## config.mk

```make
export PLATFORM = sky130hd
export DESIGN_NAME = bpsk_deinterleaver
export DESIGN_NICKNAME = d
export VERILOG_FILES = /design/src/rtl/bpsk_deinterleaver_pkg.sv /design/src/rtl/bpsk_deinterleaver_addr_gen.sv /design/src/rtl/bpsk_deinterleaver.sv
export SDC_FILE = /design/constraint.sdc
export NUM_CORES = 1
export LEC_CHECK = 0
export ABC_CLOCK_PERIOD_IN_PS = 3300
export CORE_MARGIN = 3
export CORE_UTILIZATION = 60
export CTS_CLUSTER_SIZE = 16
export DETAILED_ROUTE_END_ITERATION = 6
export PLACE_DENSITY = 0.79
export SYNTH_ARGS = -nofsm -noshare
export SYNTH_HDL_FRONTEND = slang
export SYNTH_HIERARCHICAL = 1
export SYNTH_SLANG_ARGS = --single-unit
```

## constraint.sdc

```tcl
create_clock -name Clock -period 3.3 [get_ports Clock]
set_clock_uncertainty 0.1 [all_clocks]
set_input_delay 0.495 -clock Clock [delete_from_list [all_inputs] [get_ports Clock]]
set_output_delay 0.495 -clock Clock [all_outputs]
set_load 0.02 [all_outputs]
```

## src/rtl/bpsk_deinterleaver_pkg.sv

```systemverilog
// Geometry shared by the 6 Mbps (BPSK) interleaver/deinterleaver pair.
package bpsk_deinterleaver_pkg;
  localparam int N_CBPS = 48;
  localparam int N_COL  = 16;
  localparam int N_ROW  = N_CBPS / N_COL;
  localparam int ADDR_W = $clog2(N_CBPS);
  localparam int ROW_W  = 2;
  localparam int COL_W  = $clog2(N_COL);

  // Bank address of a received bit, given its row/column position.
  function automatic logic [ADDR_W-1:0] deint_addr(input logic [ROW_W-1:0] r,
                                                   input logic [COL_W-1:0] q);
    return ADDR_W'(int'(r) * N_COL + int'(q));
  endfunction
endpackage

```

## src/rtl/bpsk_deinterleaver_addr_gen.sv

```systemverilog
// Write-address generator: k = N_COL*r + q walked with row/column counters.
module deint_addr_gen
  import bpsk_deinterleaver_pkg::*;
(
  input  logic              clk,
  input  logic              rst_n,
  input  logic              clr,
  input  logic              adv,
  output logic [ADDR_W-1:0] addr,
  output logic              last
);
  logic [ROW_W-1:0] r;
  logic [COL_W-1:0] q;

  assign addr = deint_addr(r, q);
  assign last = (r == ROW_W'(N_ROW - 1)) && (q == COL_W'(N_COL - 1));

  always_ff @(posedge clk) begin
    if (!rst_n || clr) begin
      r <= '0;
      q <= '0;
    end else if (adv) begin
      if (r == ROW_W'(N_ROW - 1)) begin
        r <= '0;
        q <= last ? '0 : q + 1'b1;
      end else begin
        r <= r + 1'b1;
      end
    end
  end
endmodule

```

## src/rtl/bpsk_deinterleaver.sv

```systemverilog
// BPSK block deinterleaver: ping-pong banks, one symbol fills while the other drains.
module bpsk_deinterleaver
  import bpsk_deinterleaver_pkg::*;
(
  input  logic Clock,
  input  logic Reset,
  input  logic Start,
  input  logic In_Valid,
  input  logic Input,
  input  logic Out_Ready,
  output logic Out_Valid,
  output logic Output,
  output logic Error
);
  localparam logic [ADDR_W-1:0] LAST_K = ADDR_W'(N_CBPS - 1);

  if (N_ROW != 3 || N_ROW * N_COL != N_CBPS) begin : g_bad_geometry
    $error("bpsk_deinterleaver: N_CBPS/N_COL must be exactly 3");
  end

  logic [1:0][N_CBPS-1:0] bank;
  logic [1:0]             full, full_n;
  logic                   wb, rb, rb_n;
  logic [ADDR_W-1:0]      rp, rp_n, wr_addr;
  logic                   wr_last, accept, overflow, pop;

  // Start outranks a coincident input bit.
  assign accept   = In_Valid && !Start && !full[wb];
  assign overflow = In_Valid && !Start && full[wb];
  assign pop      = Out_Valid && Out_Ready;

  deint_addr_gen u_addr (
    .clk  (Clock),
    .rst_n(Reset),
    .clr  (Start),
    .adv  (accept),
    .addr (wr_addr),
    .last (wr_last)
  );

  // Completion and release always hit different banks, so both can apply.
  always_comb begin
    full_n = full;
    rb_n   = rb;
    rp_n   = rp;
    if (pop) begin
      if (rp == LAST_K) begin
        full_n[rb] = 1'b0;
        rb_n       = ~rb;
        rp_n       = '0;
      end else begin
        rp_n = rp + 1'b1;
      end
    end
    if (accept && wr_last) full_n[wb] = 1'b1;
  end

  always_ff @(posedge Clock) begin
    if (accept) bank[wb][wr_addr] <= Input;
  end

  // Output is prefetched from next-state pointers so valid data is present
  // the cycle after the last bit of a symbol lands.
  always_ff @(posedge Clock) begin
    if (!Reset || Start) begin
      full      <= '0;
      wb        <= 1'b0;
      rb        <= 1'b0;
      rp        <= '0;
      Out_Valid <= 1'b0;
      Output    <= 1'b0;
      Error     <= 1'b0;
    end else begin
      full      <= full_n;
      rb        <= rb_n;
      rp        <= rp_n;
      if (accept && wr_last) wb <= ~wb;
      if (overflow) Error <= 1'b1;
      Out_Valid <= full_n[rb_n];
      Output    <= full_n[rb_n] & bank[rb_n][rp_n];
    end
  end
endmodule

```

==> run metrics <==
WL/cell=21.5 µm; Req. time, crit path=3.63 ns; post-route setup TNS=0 ns; Tot GR Track Use=28.0%; post-synthesis average cell area=around 11 µm²; # resized after CTS=0; Worst setup EP type=flop; WP data arrival=3.23 ns; P&R area growth vs syn=14.0%; largest stage delay on the critical path=0.43 ns; worst reg-to-reg path cell count=9; worst path buffer plus inverter count=1; largest net degree at the start of global routing=52; hold path cells=1; post-DP HPWL=9.59 mm; worst hold slack=0.378 ns; row cnt=35; GPL Wtd Cong=0.916; # Max-Cap Violations=0; Area after DPL=5950 µm²; Async SR Flop Fraction=0%; CTS tree=yes; via count=4647; CTS max path bufs=2; final instance area=6560 µm²; Slew Viols, Final=0; P_leak=a little under 2 nW; setup violators final=0; Hold Path End=bank[7]$_DFFE_PP_; reg2reg start=rp[0]$_SDFF_PP0_; status=completed; # DRC=0; Die Y=between 100 and 150 µm; post-CTS setup buffers=0; Setup WS post-layout=0.406 ns; Worst setup SP type=flop; pre-CTS setup slack=around 0.21 ns; Max VDD drop=0.546 mV; min cycle time layout=2.89 ns; Cells after Synth=533; count of cell types in the netlist=63; Detailed Route Iter0 Violations=slightly below 600; FMAX=346 MHz; grt ovf=0; PwrDens=522 nW/µm²; 1st-pass router iterations=5; count of final hold-check violations=0; number of CTS-inserted buffers=17; slew margin rel.=49.8%; reg2reg setup slack=0.41 ns; width of the die=104 µm; core area=9280 µm²; CTS root buf=clkbuf_8; Clock Sinks=115; Hold WC Path Type=primary input to flop; Crit Path Class=flop to flop; hold_buf cts=0; Tcrit/Tclk final=87.7%; ANT cells=0; initial antenna violation count=0; CTS H-tree depth=4; CP max-delay cell=dfxtp_1; latest clock arrival within the worst-skew pair=0.52 ns; number of global-route vias before repair=around 4400; CP Max Fanout=32; number of synthesized flops with an enable pin=96; total wire length after detailed routing=14.7 mm; I/O Buffers=8; worst-path cell chain=ha_1, nand3b_1, nor2_2, buf_12, o311ai_1, a221o_1, a41oi_1, o211ai_1, a311oi_1; RSZ-0062 raised after global routing=no; Clock Pin Slew Worst Setup and Hold Paths=0.06 ns; synthesized net count=~540; proportion of layout cells with a drive suffix above 1=11.2%; Post-synth top flop=edfxtp_1; worst-margin pin slew=0.750 ns; first-pass GRT wire length=roughly 23 mm; initial core utilization=62.0%; Final #Nets=549; synth warn=6; Synth Cell Area=5750 µm²; CP top delay family=compound AO/OA/AOI/OAI gates; register area share after synthesis=56.7%; # IOs=9; Avg Vias per Cell=6.80; synthesized flop and latch total=roughly 120; Total Die Area=10800 µm²; RR Endpoint=Output$_SDFF_PP0_; HP Start=Input; post-route ant nets=0
==> synthesized netlist by cell type, drive strengths merged, types with 2 or more instances <==
cell | n | share of area (%)
o2111ai | 2 | 0.30
o211ai | 4 | 0.52
and4 | 2 | 0.35
a211oi | 5 | 0.74
and3b | 2 | 0.30
ha | 2 | 0.43
and3 | 2 | 0.30
nand3 | 13 | 1.1
o32a | 3 | 0.52
o221ai | 5 | 0.76
clkbuf | 18 | 1.2
a21oi | 11 | 1.0
mux2i | 21 | 3.7
edfxtp | 96 | 50
mux2 | 2 | 0.39
a311oi | 4 | 0.61
nor2 | 124 | 8.3
xor2 | 3 | 0.46
or3 | 22 | 2.4
or3b | 2 | 0.30
a41oi | 2 | 0.30
xnor2 | 2 | 0.30
or4 | 3 | 0.46
o21ai | 10 | 0.87
a221o | 11 | 1.9
nand2 | 22 | 1.5
a31oi | 17 | 1.8
nand3b | 5 | 0.65
and2 | 2 | 0.26
nor3 | 15 | 1.3
nor2b | 7 | 0.76
buf | 16 | 1.9
nand4 | 5 | 0.54
nor4 | 4 | 0.43
o311ai | 23 | 3.6
dfxtp | 19 | 6.6
nand2b | 4 | 0.43
inv | 11 | 0.72
==> metrics by stage <==
stage	util (%)	total power, mW	std cells
after floorplan	-	1.62	533
after global placement	64.1	1.65	651
after detailed placement	64.1	1.65	651
after CTS	70.6	3.43	683
after global routing	70.6	3.51	683
final	70.6	3.42	683
==> routing by layer <==
metal | vias up | GRT usage, % | part of all wire [%]
met5 | - | 0 | 0
li1 | 2048 | - | -
met2 | 318 | 43.8 | 48
met4 | 0 | 12.3 | 3.2
met1 | 2219 | 37.1 | 38
met3 | 62 | 7.45 | 10
==> power breakdown <==
part	internal, mW	total [mW]	switching, mW
sequential	1.57	1.57	0.00136
combinational	0.0113	0.0443	0.0330
clock	1.20	1.81	0.607
==> registers in the layout, summed over array words and instances (netlist names), 2 cells and up <==
| register | flops |
|---|---|
| bank | 96 |
| rp | 6 |
| u_addr/q | 4 |
| full | 2 |
| u_addr/r | 2 |
==> how the worst max path moves through the flow <==
| stage | cells after the start | startpoint | to |
|---|---|---|---|
| finish | 9 | rp[0]$_SDFF_PP0_ | Output$_SDFF_PP0_ |
| global route | 9 | rp[0]$_SDFF_PP0_ | Output$_SDFF_PP0_ |
| CTS | 9 | rp[0]$_SDFF_PP0_ | Output$_SDFF_PP0_ |
| detailed placement | 8 | Out_Ready | Output$_SDFF_PP0_ |
| global placement | 8 | Out_Ready | Output$_SDFF_PP0_ |
| floorplan | 8 | Out_Ready | Output$_SDFF_PP0_ |
==> placed cells by master (no fill, tap or decap), types with 13 or more instances in the layout <==
master and count:
or3_1 22, a31oi_1 17, o311ai_1 14, nand3_1 13
nor3_1 15, clkbuf_16 19, dfxtp_1 18, nand2_1 21
mux2i_1 21, nor2_1 120, buf_4 13, edfxtp_1 96
==> logic make-up (layout without fill, tap and decap cells) <==
group                    after synthesis  in the layout  share of synthesized area (%)
AND/OR/NAND/NOR                      238            238                           20.0
flip-flops                           115            115                           56.7
AO/OA/AOI/OAI                        105            105                           14.2
buffers and inverters                 45             66                           3.78
multiplexers                          23             23                           4.05
XOR/XNOR                               5              5                          0.762
adder cells (fa/ha/maj)                2              2                          0.435
==> area by class of cell <==
cell class              instances  area, µm²
clock inverters                 1       5.00
inverters                      11       41.3
multi-input cells             373       2270
repair buffers                 23        213
fillers                       658       2730
flip-flops and latches        115       3260
clock buffers                  31        601
well taps                     129        161
(Power assumes the default switching activity.)
